### src/rtl/countdown_phase_sequencer_if.sv
// Control and status bundle for countdown_phase_sequencer.
// The master drives the schedule controls; the slave (sequencer) drives count and phase status.
interface countdown_phase_sequencer_if #(
  parameter int W = 4
);
  logic         start_i;
  logic         stop_i;
  logic         pause_i;
  logic         ped_req_i;
  logic [W-1:0] count_o;
  logic [1:0]   phase_o;
  logic         phase_done_o;
  logic         busy_o;

  modport master (
    output start_i, stop_i, pause_i, ped_req_i,
    input  count_o, phase_o, phase_done_o, busy_o
  );

  modport slave (
    input  start_i, stop_i, pause_i, ped_req_i,
    output count_o, phase_o, phase_done_o, busy_o
  );
endinterface

### src/rtl/countdown_phase_sequencer.sv
// Three-phase GREEN/YELLOW/RED scheduler that owns a W-bit down-counter.
// Supports start/stop, pause, and pedestrian-style truncation of GREEN.
module countdown_phase_sequencer #(
  parameter int W          = 4,
  parameter int GREEN_LOAD = 9,
  parameter int YELLOW_LOAD = 1,
  parameter int RED_LOAD   = 5,
  parameter int PED_CAP    = 2
) (
  input  logic                        clk_i,
  input  logic                        rst_i,
  countdown_phase_sequencer_if.slave  bus
);

  typedef enum logic [1:0] {
    IDLE   = 2'd0,
    GREEN  = 2'd1,
    YELLOW = 2'd2,
    RED    = 2'd3
  } phase_e;

  localparam logic [W-1:0] G_LOAD = W'(GREEN_LOAD);
  localparam logic [W-1:0] Y_LOAD = W'(YELLOW_LOAD);
  localparam logic [W-1:0] R_LOAD = W'(RED_LOAD);
  localparam logic [W-1:0] CAP    = W'(PED_CAP);
  localparam logic [W-1:0] ONE    = W'(1);

  phase_e       phase_q;
  logic [W-1:0] count_q;
  logic         done_q;
  logic         busy_q;
  logic         ped_q;

  function automatic phase_e next_phase(input phase_e p);
    case (p)
      GREEN:   return YELLOW;
      YELLOW:  return RED;
      RED:     return GREEN;
      default: return IDLE;
    endcase
  endfunction

  function automatic logic [W-1:0] load_of(input phase_e p);
    case (p)
      GREEN:   return G_LOAD;
      YELLOW:  return Y_LOAD;
      RED:     return R_LOAD;
      default: return '0;
    endcase
  endfunction

  always_ff @(posedge clk_i) begin
    if (rst_i) begin
      phase_q <= IDLE;
      count_q <= '0;
      done_q  <= 1'b0;
      busy_q  <= 1'b0;
      ped_q   <= 1'b0;
    end else begin
      done_q <= 1'b0;
      ped_q  <= ped_q | bus.ped_req_i;
      if (phase_q != IDLE && bus.stop_i) begin
        phase_q <= IDLE;
        count_q <= '0;
        busy_q  <= 1'b0;
        ped_q   <= bus.ped_req_i;
      end else if (phase_q == IDLE) begin
        if (bus.start_i && !bus.stop_i) begin
          phase_q <= GREEN;
          count_q <= G_LOAD;
          busy_q  <= 1'b1;
        end
      end else if (!bus.pause_i) begin
        // A pending request is consumed on the first un-paused GREEN cycle, truncating or not.
        if (phase_q == GREEN) ped_q <= bus.ped_req_i;
        if (phase_q == GREEN && ped_q && count_q > CAP) begin
          count_q <= CAP;
        end else if (count_q != '0) begin
          count_q <= count_q - ONE;
        end else begin
          phase_q <= next_phase(phase_q);
          count_q <= load_of(next_phase(phase_q));
          done_q  <= 1'b1;
        end
      end
    end
  end

  assign bus.count_o      = count_q;
  assign bus.phase_o      = phase_q;
  assign bus.phase_done_o = done_q;
  assign bus.busy_o       = busy_q;

endmodule

### src/flat_wrapper.sv
// flat-port wrapper written by rule: the top's interface ports become plain ports
module countdown_phase_sequencer_flat 
#(
  parameter int W          = 4,
  parameter int GREEN_LOAD = 9,
  parameter int YELLOW_LOAD = 1,
  parameter int RED_LOAD   = 5,
  parameter int PED_CAP    = 2
)
  (clk_i, rst_i, bus_start_i, bus_stop_i, bus_pause_i, bus_ped_req_i, bus_count_o, bus_phase_o, bus_phase_done_o, bus_busy_o);
  countdown_phase_sequencer_if #(.W(W)) bus_i ();
  input  logic clk_i;
  input  logic rst_i;
  input wire logic [$bits(bus_i.start_i)-1:0] bus_start_i;
  input wire logic [$bits(bus_i.stop_i)-1:0] bus_stop_i;
  input wire logic [$bits(bus_i.pause_i)-1:0] bus_pause_i;
  input wire logic [$bits(bus_i.ped_req_i)-1:0] bus_ped_req_i;
  output wire logic [$bits(bus_i.count_o)-1:0] bus_count_o;
  output wire logic [$bits(bus_i.phase_o)-1:0] bus_phase_o;
  output wire logic [$bits(bus_i.phase_done_o)-1:0] bus_phase_done_o;
  output wire logic [$bits(bus_i.busy_o)-1:0] bus_busy_o;
  assign bus_i.start_i = bus_start_i;
  assign bus_i.stop_i = bus_stop_i;
  assign bus_i.pause_i = bus_pause_i;
  assign bus_i.ped_req_i = bus_ped_req_i;
  assign bus_count_o = bus_i.count_o;
  assign bus_phase_o = bus_i.phase_o;
  assign bus_phase_done_o = bus_i.phase_done_o;
  assign bus_busy_o = bus_i.busy_o;
  countdown_phase_sequencer #(.W(W), .GREEN_LOAD(GREEN_LOAD), .YELLOW_LOAD(YELLOW_LOAD), .RED_LOAD(RED_LOAD), .PED_CAP(PED_CAP)) u_core (.clk_i(clk_i), .rst_i(rst_i), .bus(bus_i));
endmodule
### config.mk
export PLATFORM = sky130hd
export DESIGN_NAME = countdown_phase_sequencer_flat
export DESIGN_NICKNAME = d
export VERILOG_FILES = /design/src/rtl/countdown_phase_sequencer_if.sv /design/src/rtl/countdown_phase_sequencer.sv /design/src/flat_wrapper.sv
export SDC_FILE = /design/constraint.sdc
export NUM_CORES = 1
export LEC_CHECK = 0
export BUFFER_PORTS_ARGS = -buffer_cell sky130_fd_sc_hd__buf_2
export CELL_PAD_IN_SITES_DETAIL_PLACEMENT = 0
export CELL_PAD_IN_SITES_GLOBAL_PLACEMENT = 2
export CORE_ASPECT_RATIO = 0.75
export CORE_UTILIZATION = 31
export CTS_CLUSTER_DIAMETER = 150
export CTS_CLUSTER_SIZE = 8
export DETAILED_ROUTE_END_ITERATION = 7
export PLACE_DENSITY = 0.84
export SYNTH_ARGS = -nofsm -noshare
export SYNTH_HDL_FRONTEND = slang
export SYNTH_SLANG_ARGS = --single-unit
### constraint.sdc
create_clock -name clk_i -period 3.07 [get_ports clk_i]
set_input_delay 0.614 -clock clk_i [delete_from_list [all_inputs] [get_ports clk_i]]
set_output_delay 0.614 -clock clk_i [all_outputs]
set_load 0.01 [all_outputs]
# Word-level counts from Yosys, hierarchy flattened
# Cells that the tools add are included.
[op_classes]
n_eq_ne = 10
n_bitwise = 1
mux = 20
add_sub_neg = 1
n_reduce_logical = 13
n_lt_le_gt_ge = 1
[ops]
columns = ["operator", "n"]
rows = [
  ["2-to-1 mux 4 bit", 5],
  ["2-to-1 mux 2 bit", 8],
  ["case mux 4 bit (3 select lines)", 1],
  ["== test 2 bit (second input constant)", 4],
  ["inequality test 2 x 1 -> 1 bit (second input constant)", 3],
  ["case mux 2 bit (3 select lines)", 1],
  ["2-to-1 mux 1 bit", 5],
  ["OR reduction 5 bit", 1],
  ["== test 2 x 1 -> 1 bit (second input constant)", 2],
  ["> comparator 4 x 2 -> 1 bit (second input constant)", 1],
  ["logical AND 1 bit", 4],
  ["AND reduction 2 bit", 2],
  ["AND reduction 4 bit", 1],
  ["nonzero test 4 bit", 1],
  ["subtractor 4 x 1 -> 4 bit (second input constant)", 1],
  ["zero test 2 bit", 1],
  ["inequality test 2 bit (second input constant)", 1],
  ["nonzero test 2 bit", 1],
  ["OR reduction 2 bit", 1],
  ["zero test 1 bit", 1],
  ["bitwise OR 1 bit", 1],
]
[word_totals]
out_inout_bits = 8
register_bits = 9

# Depth between registers and ports, before layout
# Gate-level depths: netlist (run 1).
[logic_depth]
depth_word = 14
ltp_mapped = 5
mapped_depth_nobuf = 5

# Worst setup path after synthesis (run 1)
# OpenSTA, ideal clock, no wires.
[synth_timing]
path_type = "register to register"
startpoint = "register u_core.phase_q[0], in the netlist u_core.bus.phase_o[0]"
endpoint = "register u_core.phase_q[0], in the netlist u_core.bus.phase_o[0]"
required_time_ps = 2949
path_stages_with_launch = 6
setup_ps = 121
t_arrival_ps = 1541
slack_ps = 1408
path_cell_list = "dfxtp_1 inv_1 ha_1 and3b_4 a31oi_2 mux2_4"
[synth_between]
elab_chain_cells = 6
word_cells_on_any_way = 19
cone_classes = "eq/ne (7); mux (5); reduce/logical (7)"
[synth_lines]
columns = ["item", "line_no", "source"]
rows = [
  ["from (decl)", "countdown_phase_sequencer.sv:28", "phase_e phase_q;"],
  ["from (signal assigned)", "countdown_phase_sequencer.sv:81", "phase_q <= next_phase(phase_q);"],
  ["== test 2 bit or == test 2 x 1 -> 1 bit (tied branches)", "countdown_phase_sequencer.sv:35, countdown_phase_sequencer.sv:76", ""],
  ["case mux 2 bit (3 select lines)", "countdown_phase_sequencer.sv:35", "case (p)"],
  ["2-to-1 mux 2 bit", "countdown_phase_sequencer.sv:78", "end else if (count_q != '0) begin"],
  ["2-to-1 mux 2 bit", "countdown_phase_sequencer.sv:76", "if (phase_q == GREEN && ped_q && count_q > CAP) begin"],
  ["2-to-1 mux 2 bit", "countdown_phase_sequencer.sv:73", "end else if (!bus.pause_i) begin"],
  ["2-to-1 mux 2 bit", "countdown_phase_sequencer.sv:67", "end else if (phase_q == IDLE) begin"],
]
# Several ways; a longest one is shown, not always the timed one. The select of a mux whose other input is x is not followed.
# A chain may end at the register's enable or synchronous reset.

# Worst setup path after layout (run 1)
# Same ends and word-level chain as after synthesis.

==> metrics.txt, run 1 <==
average size of a mapped cell=about 9 um2; CTS tree=built; required time of the worst setup path=~3200 ps; ys async rst share=0%; RSZ-0062 raised after global routing=no; Rows=12; via count=between 400 and 500; post-route setup slack=roughly 1300 ps; Worst R2R End=u_core.bus.phase_o[0]$_SDFFE_PP0P_; Max-Cap Viols=0; Setup WS pre-CTS=approximately 1300 ps; Initial Util=roughly a third; yosys warns=0; Worst setup EP type=flip-flop; vias in the first global route=roughly 450; syn_nets=70; RePlAce Congestion=roughly 0.8; die area=1916 um2; Lkg Pwr=about 0.29 nW; Max VDD drop=between 200 and 250 uV; share of layout cells above drive strength 1=a little under a third; Finished Cell Area=roughly 660 um2; Worst Skew=between 0.4 and 0.5 ps; global-route wire length before repair=~2000 um; synth top area cells=dfxtp_1 (33%), ha_1 (12%), nor2_1 (6.3%), mux2i_1 (3.7%), o41ai_2 (3.0%); DPL Wire Length=between 900 and 1000 um; Pins Over Slew Limit=0; Power Dens Cells=between 600 and 700 nW/um2; Final nets=88; HP Start=u_core.bus.busy_o$_SDFFE_PP0P_; Setup CP Type=reg2reg; Final Hold Viols=0; WHS Path Cells=2; ant diodes=0; ys flop type=dfxtp_1; hold buffers post-CTS=0; clk sinks=9; Worst R2R Start=u_core.bus.phase_o[0]$_SDFFE_PP0P_; Synth top cells by count=dfxtp_1 (9), nor2_1 (9), ha_1 (5), inv_1 (4), nor3_1 (3); dominant cell type by area after synthesis=dfxtp_1; I/O pin count=14; Netlist cell types=29; Peak Freq=about 570 MHz; Pre-Repair DR Iteration Count=4; Remaining Overflow, GRT=0; Avg WL per Cell=roughly 12 um; Horiz. Die Dim=50.22 um; total wire length=about 1200 um; HP Class=reg2reg; post-cts gate resize count=0; vias per inst=between 5 and 6; All-Layer GR Usage=14.99%; final core occ=about 43%; CTS Buffer Depth=2; number of synthesized flops with an enable pin=0; Critical Path Start Type=flip-flop; Seq/Total Area, Yosys=between 30% and 40%; remaining antenna violation count=0; Area after DPL=roughly 630 um2; Slew @ Worst Pin=roughly 520 ps; initial antenna violation count=0; CTS root buffer=clkbuf_4; Synth top area share=around a third; Clock Latency Late Sink=approximately 260 ps; area grow syn2layout=21.76%; largest net degree at the start of global routing=10; DRC=0; Tcrit/Tclk final=57.55%; R2R cell count=5; WHS Endpoint=u_core.bus.busy_o$_SDFFE_PP0P_; Yosys reg bits=9; die height=38.16 um; TNS Setup=0 ps; Slew HR=between 60% and 70%; crit path DAT=roughly 1900 ps; status=complete, no violations; H-tree levels=1; R2R setup slack=1300 ps; Core Region=around 1500 um2; cell area after synthesis=roughly 540 um2; Setup Fix Bufs, Post-CTS=0; Cells after Synth=~60; Final min period=approximately 1800 ps; Inserted Clock Buffers=3; CTS clock-pin slew for the worst setup and hold paths=approximately 60 ps; CP max FO=9; Port Buf Inserts=13; DRT iter0 DRCs=15; setup violators final=0
==> how the worst max path moves through the flow <==
stage	start	endpoint	slack, ps
4_1_cts	u_core.bus.phase_o[0]$_SDFFE_PP0P_	u_core.bus.phase_o[0]$_SDFFE_PP0P_	1290
2_1_floorplan	u_core.bus.phase_o[0]$_SDFFE_PP0P_	u_core.bus.phase_o[0]$_SDFFE_PP0P_	1410
6_report	u_core.bus.phase_o[0]$_SDFFE_PP0P_	u_core.bus.phase_o[0]$_SDFFE_PP0P_	1300
3_3_place_gp	u_core.bus.phase_o[0]$_SDFFE_PP0P_	u_core.bus.phase_o[0]$_SDFFE_PP0P_	1380
5_1_grt	u_core.bus.phase_o[0]$_SDFFE_PP0P_	u_core.bus.phase_o[0]$_SDFFE_PP0P_	1180
3_5_place_dp	u_core.bus.phase_o[0]$_SDFFE_PP0P_	u_core.bus.phase_o[0]$_SDFFE_PP0P_	1310
==> stage by stage <==
step / hold WS (ps) / total power (W) / std cells
floorplan: 492.6 / 0.0002705 / 59
global placement: 451.7 / 0.0003198 / 93
detailed placement: 466.8 / 0.0003176 / 93
CTS: 481.8 / 0.0004120 / 97
global route: 504.8 / 0.0004402 / 97
finish: 473.5 / 0.0004079 / 97
==> flip-flops by register name, indices dropped and copies added (netlist names) <==
register                 cells
u_core.bus.phase_done_o      1
u_core.ped_q                 1
u_core.bus.phase_o           2
u_core.bus.busy_o            1
u_core.bus.count_o           4
==> cell usage in the layout, fill, tap and decap left out, types with 2 or more instances in the layout <==
cell type / n
buf_2: 13
nor2_1: 9
dfxtp_1: 9
ha_1: 5
inv_1: 4
nor3_1: 3
clkbuf_4: 3
a21oi_1: 2
nand2_1: 2
o21ai_1: 2
mux2i_1: 2
o21ai_0: 2
==> kinds of logic after synthesis <==
kind of cell / share of synthesized area (%)
simple gates: 20.83
fa+ha+maj: 11.57
mux: 6.481
buf+inv: 2.777
compound gates: 25.00
flops: 33.33
==> report_power, final <==
part | switching [W] | internal (W) | total, W
combinational | 0.0000900 | 0.0000671 | 0.000157
clock | 0.0000428 | 0.0000502 | 0.0000930
sequential | 0.0000227 | 0.000135 | 0.000158
==> final cells by class <==
| type | instances | area [um2] |
|---|---|---|
| Fill cell | 173 | 888.4 |
| Multi-Input combinational cell | 46 | 345.3 |
| Sequential cell | 9 | 180.2 |
| Timing Repair Buffer | 13 | 65.06 |
| Clock buffer | 4 | 26.28 |
| Tap cell | 21 | 26.28 |
| Inverter | 4 | 15.01 |
==> critical path: stages (launching register included) <==
cell	delay [ps]
dfxtp_1	410
inv_1	110
ha_1	320
and3b_4	270
a31oi_2	220
mux2_4	320
==> layer usage <==
| metal | wire length [um] | vias up | global-route usage (%) |
|---|---|---|---|
| met3 | 67 | 2 | 7.143 |
| met5 | 0 | - | 0 |
| met1 | 636 | 218 | 19.09 |
| met4 | 6 | 0 | 4.286 |
| li1 | - | 257 | - |
| met2 | 491 | 14 | 22.33 |
Note: power is estimated with default switching activity, not from simulation.
==> run 2, diff against run 1 <==
--- a/config.mk
+++ b/config.mk
@@ -9,11 +9,11 @@
 export CELL_PAD_IN_SITES_DETAIL_PLACEMENT = 0
 export CELL_PAD_IN_SITES_GLOBAL_PLACEMENT = 2
 export CORE_ASPECT_RATIO = 0.75
-export CORE_UTILIZATION = 31
+export CORE_UTILIZATION = 26
 export CTS_CLUSTER_DIAMETER = 150
 export CTS_CLUSTER_SIZE = 8
 export DETAILED_ROUTE_END_ITERATION = 7
-export PLACE_DENSITY = 0.84
+export PLACE_DENSITY = 0.75
 export SYNTH_ARGS = -nofsm -noshare
 export SYNTH_HDL_FRONTEND = slang
 export SYNTH_SLANG_ARGS = --single-unit
==> constraint.sdc (replaced) <==
create_clock -name clk_i -period 1.5 [get_ports clk_i]
set_input_delay 0.3 -clock clk_i [delete_from_list [all_inputs] [get_ports clk_i]]
set_output_delay 0.3 -clock clk_i [all_outputs]
set_load 0.01 [all_outputs]
==> run 2 against run 1 <==
Compared with the run above:
- register-to-register slack lost 1200 ps
- non-clock buffer count is 10 higher
- worst hold slack lost 220 ps
- critical endpoint is now u_core.bus.count_o[2]$_SDFFE_PP0P_
- clock-buffer cell count did not move
- clock power is 120% higher
- final cell count is 11% higher
- critical path depth unchanged
- core utilization is 1.2 points lower
- global-route usage decreased by 1.9 points
- sequential share of layout area is 3.4 points lower
==> metrics.txt, run 2 (synthesis results as in run 1) <==
status=complete, no violations; initial antenna violation count=0; FF+latch area=roughly 180 um2; Switching Fraction=a little under two fifths; CTS Buffer Depth=2; Horiz. Die Dim=54.65 um; Lkg Pwr=about 0.34 nW; Rows=13; most common cell after layout, fill and taps aside=buf_2; CTS tree=built; RSZ-0062 raised after global routing=no; I/O pin count=14; DRT iter0 DRCs=20; DPL Wire Length=1027 um; Final nets=98; setup violators final=0; die area=2267 um2; Power Dens Cells=~1300 nW/um2; via count=approximately 530; Worst Skew=around 6.4 ps; crit path DAT=1630 ps; Pre-Repair DR Iteration Count=6; area grow syn2layout=40.74%; # fillers=approximately 200; Initial Util=between 20 and 30%; ant diodes=0; sequential share of power=31.0%; largest net degree at the start of global routing=10; TNS Setup=0 ps; Pins Over Slew Limit=0; Setup CP Type=reg2reg; post-route setup slack=about 56 ps; Inserted Clock Buffers=3; Worst setup EP type=flip-flop; hold buffers post-CTS=0; required time of the worst setup path=~1700 ps; Final Total Pwr=between 0.0009 and 0.001 W; Remaining Overflow, GRT=0; Peak Freq=between 600 and 700 MHz; NetSw=between 0.0003 and 0.0004 W; Max-Cap Viols=0; die height=~41 um; flip-flop count of the largest register after layout=4; CTS clock-pin slew for the worst setup and hold paths=approximately 70 ps; remaining antenna violation count=0; Critical Path Start Type=flip-flop; Final min period=approximately 1400 ps; family with the most delay on the worst path=simple AND/OR/NAND/NOR gates; Clock Latency Late Sink=about 270 ps; CTS root buffer=clkbuf_4; Max VDD drop=650.6 uV; vias per inst=slightly below 5; Slew @ Worst Pin=~380 ps; buffers and inverters on the worst path=1; clk sinks=9; crit-path cells=inv_1 > ha_4 > and3b_4 > or4_4 > o41ai_2; Area after DPL=724.4 um2; total wire length=roughly 1300 um; Tcrit/Tclk final=between 90 and 100%; RePlAce Congestion=between 0.8 and 0.9; logic gate share of total power=48.3%; Finished Cell Area=between 700 and 800 um2; Setup WS pre-CTS=a little over 50 ps; Avg WL per Cell=~12 um; vias in the first global route=roughly 440; H-tree levels=1; Clk network pwr share=20.6%; share of layout cells above drive strength 1=between 40% and 50%; slowest cell delay on critical path=between 400 and 500 ps; Core Region=~1800 um2; DRC=0; Port Buf Inserts=13; All-Layer GR Usage=13.13%; global-route wire length before repair=around 2100 um; CP max stage cell=or4_4; CP max FO=8; most frequent cells in the layout=buf_2 (13), buf_4 (10), nor2_1 (8), dfxtp_1 (7); Final Hold Viols=0; multi-input gate area in the final layout=369.1 um2; HP Class=in2reg; Internal Pwr Total=0.0006144 W; Slew HR=74.63%
==> run 2: changes by cell type in the layout (fill, tap and decap cells not counted), sizes merged <==
| cell | before | now |
|---|---|---|
| buf | 13 | 23 |
==> run 2: power groups by stage <==
stage,registers [W],logic [W],clock network [W]
2_1_floorplan,0.000338,0.000249,0
5_1_grt,0.000308,0.000520,0.000211
4_1_cts,0.000304,0.000454,0.000205
3_3_place_gp,0.000308,0.000459,0
6_report,0.000303,0.000472,0.000202
3_5_place_dp,0.000310,0.000452,0
==> run 2: layout make-up <==
type | count | area share [%]
inverter | 4 | 1.974
sequential | 9 | 24.01
tap | 22 | 3.618
timing repair buffer | 23 | 18.42
multi-input combinational | 46 | 48.52
clock buffer | 4 | 3.454
==> run 2: metal layers <==
metal	up-vias	track usage (%)	part of all wire, %
met1	229	20.58	48
met5	-	0	0
li1	274	-	-
met2	24	15.18	39
met3	0	7.692	13
met4	0	1.538	0
==> run 2: worst paths after layout <==
path                                      start  slack (ps)  cells past startpoint                                  to
min                               bus_ped_req_i         250                      2             u_core.ped_q$_SDFF_PP0_
min reg2reg      u_core.bus.busy_o$_SDFFE_PP0P_         480                      2      u_core.bus.busy_o$_SDFFE_PP0P_
max reg2reg  u_core.bus.phase_o[1]$_SDFFE_PP0P_          60                      5  u_core.bus.count_o[2]$_SDFFE_PP0P_
max          u_core.bus.phase_o[1]$_SDFFE_PP0P_          60                      5  u_core.bus.count_o[2]$_SDFFE_PP0P_
==> run 2: repair_timing <==
item | in CTS | in global routing
gates resized for setup | 0 | 1
buffers inserted | 0 | 1
endpoints found under the hold margin | 0 | 0
setup endpoints to repair | 0 | 2
==> run 2: worst register-to-register path: stages (launching register included) <==
cell     delay, ps
dfxtp_2        330
inv_1           70
ha_4           190
and3b_4        230
or4_4          480
o41ai_2         60
==> run 2: metrics by stage <==
step | utilization [%] | cells | hold slack (ps)
after CTS | 40.84 | 107 | 254.3
after global routing | 41.39 | 108 | 252.0
after detailed placement | 39.41 | 103 | 470.9
after global placement | 39.41 | 103 | 462.1
after floorplan | - | 59 | 425.8
final | 41.39 | 108 | 250.2
==> run 3, diff against run 2 <==
--- a/config.mk
+++ b/config.mk
@@ -8,11 +8,11 @@
 export BUFFER_PORTS_ARGS = -buffer_cell sky130_fd_sc_hd__buf_2
 export CELL_PAD_IN_SITES_DETAIL_PLACEMENT = 0
 export CELL_PAD_IN_SITES_GLOBAL_PLACEMENT = 2
-export CORE_ASPECT_RATIO = 0.75
 export CORE_UTILIZATION = 26
 export CTS_CLUSTER_DIAMETER = 150
 export CTS_CLUSTER_SIZE = 8
 export DETAILED_ROUTE_END_ITERATION = 7
+export GPL_ROUTABILITY_DRIVEN = 1
 export PLACE_DENSITY = 0.75
 export SYNTH_ARGS = -nofsm -noshare
 export SYNTH_HDL_FRONTEND = slang
==> constraint.sdc (replaced) <==
create_clock -name clk_i -period 1.25 [get_ports clk_i]
set_input_delay 0.25 -clock clk_i [delete_from_list [all_inputs] [get_ports clk_i]]
set_output_delay 0.25 -clock clk_i [all_outputs]
set_load 0.01 [all_outputs]
==> run 3 against run 2 <==
Compared with the run above:
- the flow now finishes with violations (setup timing)
- first-iteration DRC count fell by 90%
- via count up 9.7%
- sequential cell count is the same
- worst setup slack worse by 210 ps
- sequential share of layout area is 2.7 points lower
- largest power group unchanged
==> metrics.txt, run 3 (synthesis results as in run 1) <==
vias in the first global route=about 520; total wire length=~1500 um; most common cell after layout, fill and taps aside=buf_4; most frequent cells in the layout=buf_4 (15), buf_2 (13), nor2_1 (8), dfxtp_1 (7); die area=~2300 um2; via count=slightly below 600; Setup CP Type=reg2reg; Tcrit/Tclk final=112.5%; Worst setup EP type=flip-flop; Max-Cap Viols=0; Avg WL per Cell=around 12 um; Worst Skew=between 0.4 and 0.5 ps; Max VDD drop=476.7 uV; H-tree levels=1; Port Buf Inserts=13; CTS Buffer Depth=2; Remaining Overflow, GRT=0; flip-flop count of the largest register after layout=4; DPL Wire Length=about 1100 um; status=complete, but fails checks; Worst R2R Start=u_core.bus.phase_o[1]$_SDFFE_PP0P_; Pins Over Slew Limit=0; setup violators final=5; area grow syn2layout=62.96%; Critical Path Start Type=flip-flop; R2R cell count=5; All-Layer GR Usage=15.83%; CP max FO=7; Setup WS pre-CTS=-135.6 ps; remaining antenna violation count=0; failing checks=setup timing; Rows=16; DRC=0; vias per inst=roughly 4.8; Slew HR=79.63%; hold buffers post-CTS=0; initial antenna violation count=0; largest net degree at the start of global routing=8; Core Region=between 1500 and 2000 um2; crit path from=u_core.bus.phase_o[1]$_SDFFE_PP0P_; Lkg Pwr=around 0.39 nW; Slew @ Worst Pin=304.4 ps; required time of the worst setup path=between 1000 and 1500 ps; CTS tree=built; multi-input gate area in the final layout=approximately 400 um2; ant diodes=0; clk sinks=9; HP Class=in2reg; DRT iter0 DRCs=2; crit path DAT=1580 ps; Final min period=roughly 1400 ps; RePlAce Congestion=0.7763; Worst Setup EP=u_core.bus.count_o[2]$_SDFFE_PP0P_; RSZ-0062 raised after global routing=yes; share of layout cells above drive strength 1=a little under three fifths; Inserted Clock Buffers=3; TNS Setup=-472.5 ps; Clock Latency Late Sink=approximately 260 ps; Horiz. Die Dim=between 40 and 50 um; Pre-Repair DR Iteration Count=4; Power Dens Cells=between 1000 and 1500 nW/um2; CTS clock-pin slew for the worst setup and hold paths=roughly 70 ps; Peak Freq=710.9 MHz; post-route setup slack=-156.6 ps; global-route wire length before repair=~2400 um; # fillers=211; I/O pin count=14; Final Hold Viols=0; Worst R2R End=u_core.bus.count_o[2]$_SDFFE_PP0P_; R2R setup slack=-160 ps; die height=between 40 and 50 um; FF+latch area=187.7 um2; Final nets=~110; Initial Util=between 20% and 30%; CTS root buffer=clkbuf_4
[run 3: power by group]
group	internal [W]	switching (W)	leakage [nW]
clock	0.000124	0.000113	0.0150
sequential	0.000338	0.0000301	0.0752
combinational	0.000373	0.000336	0.299
total	0.000834	0.000479	0.390
[run 3: layout make-up]
type                    instances  share of cell area [%]
well taps                      27                   3.835
clock buffers                   4                   2.983
flip-flops and latches          9                   21.31
inverters                       4                   2.273
repair buffers                 31                   24.01
multi-input cells              46                   45.60
[run 3: per-stage QoR]
step / cells / hold slack, ps / util (%) / power, W / area [um2]
2_1_floorplan: 59 / 375.8 / - / 0.0007225 / 576.8
3_3_place_gp: 116 / 449.5 / 40.94 / 0.001013 / 803.3
3_5_place_dp: 116 / 458.7 / 40.94 / 0.001015 / 803.3
4_1_cts: 121 / 182.5 / 44.32 / 0.001314 / 869.6
5_1_grt: 121 / 199.7 / 44.90 / 0.001423 / 880.8
6_report: 121 / 192.4 / 44.90 / 0.001313 / 880.8
[run 3: metal layers]
metal	track usage (%)	part of all wire, %	wire length [um]	vias up
met4	5.000	1.5	22	0
met2	24.38	47	689	14
met5	0	0	0	-
met1	22.02	49	721	267
li1	-	-	-	295
met3	3.396	3.0	45	2
[run 3: worst min-delay path by stage]
stage / end / start / cells past startpoint
final: u_core.ped_q$_SDFF_PP0_ / bus_ped_req_i / 2
after global routing: u_core.ped_q$_SDFF_PP0_ / bus_ped_req_i / 2
after CTS: u_core.ped_q$_SDFF_PP0_ / bus_ped_req_i / 2
after detailed placement: u_core.bus.busy_o$_SDFFE_PP0P_ / u_core.bus.busy_o$_SDFFE_PP0P_ / 2
after global placement: u_core.bus.busy_o$_SDFFE_PP0P_ / u_core.bus.busy_o$_SDFFE_PP0P_ / 2
after floorplan: u_core.ped_q$_SDFF_PP0_ / bus_ped_req_i / 1
[run 3: what timing repair did]
action | in CTS | in global routing
setup buffers | 1 | 0
pin swaps | 4 | 2
resized for setup | 9 | 2
setup endpoints to repair | 8 | 9
[run 3: critical path: stages (launching register included)]
cell,delay (ps)
dfxtp_4,360
inv_4,40
ha_4,180
and3b_4,190
or4_4,480
o41ai_2,60
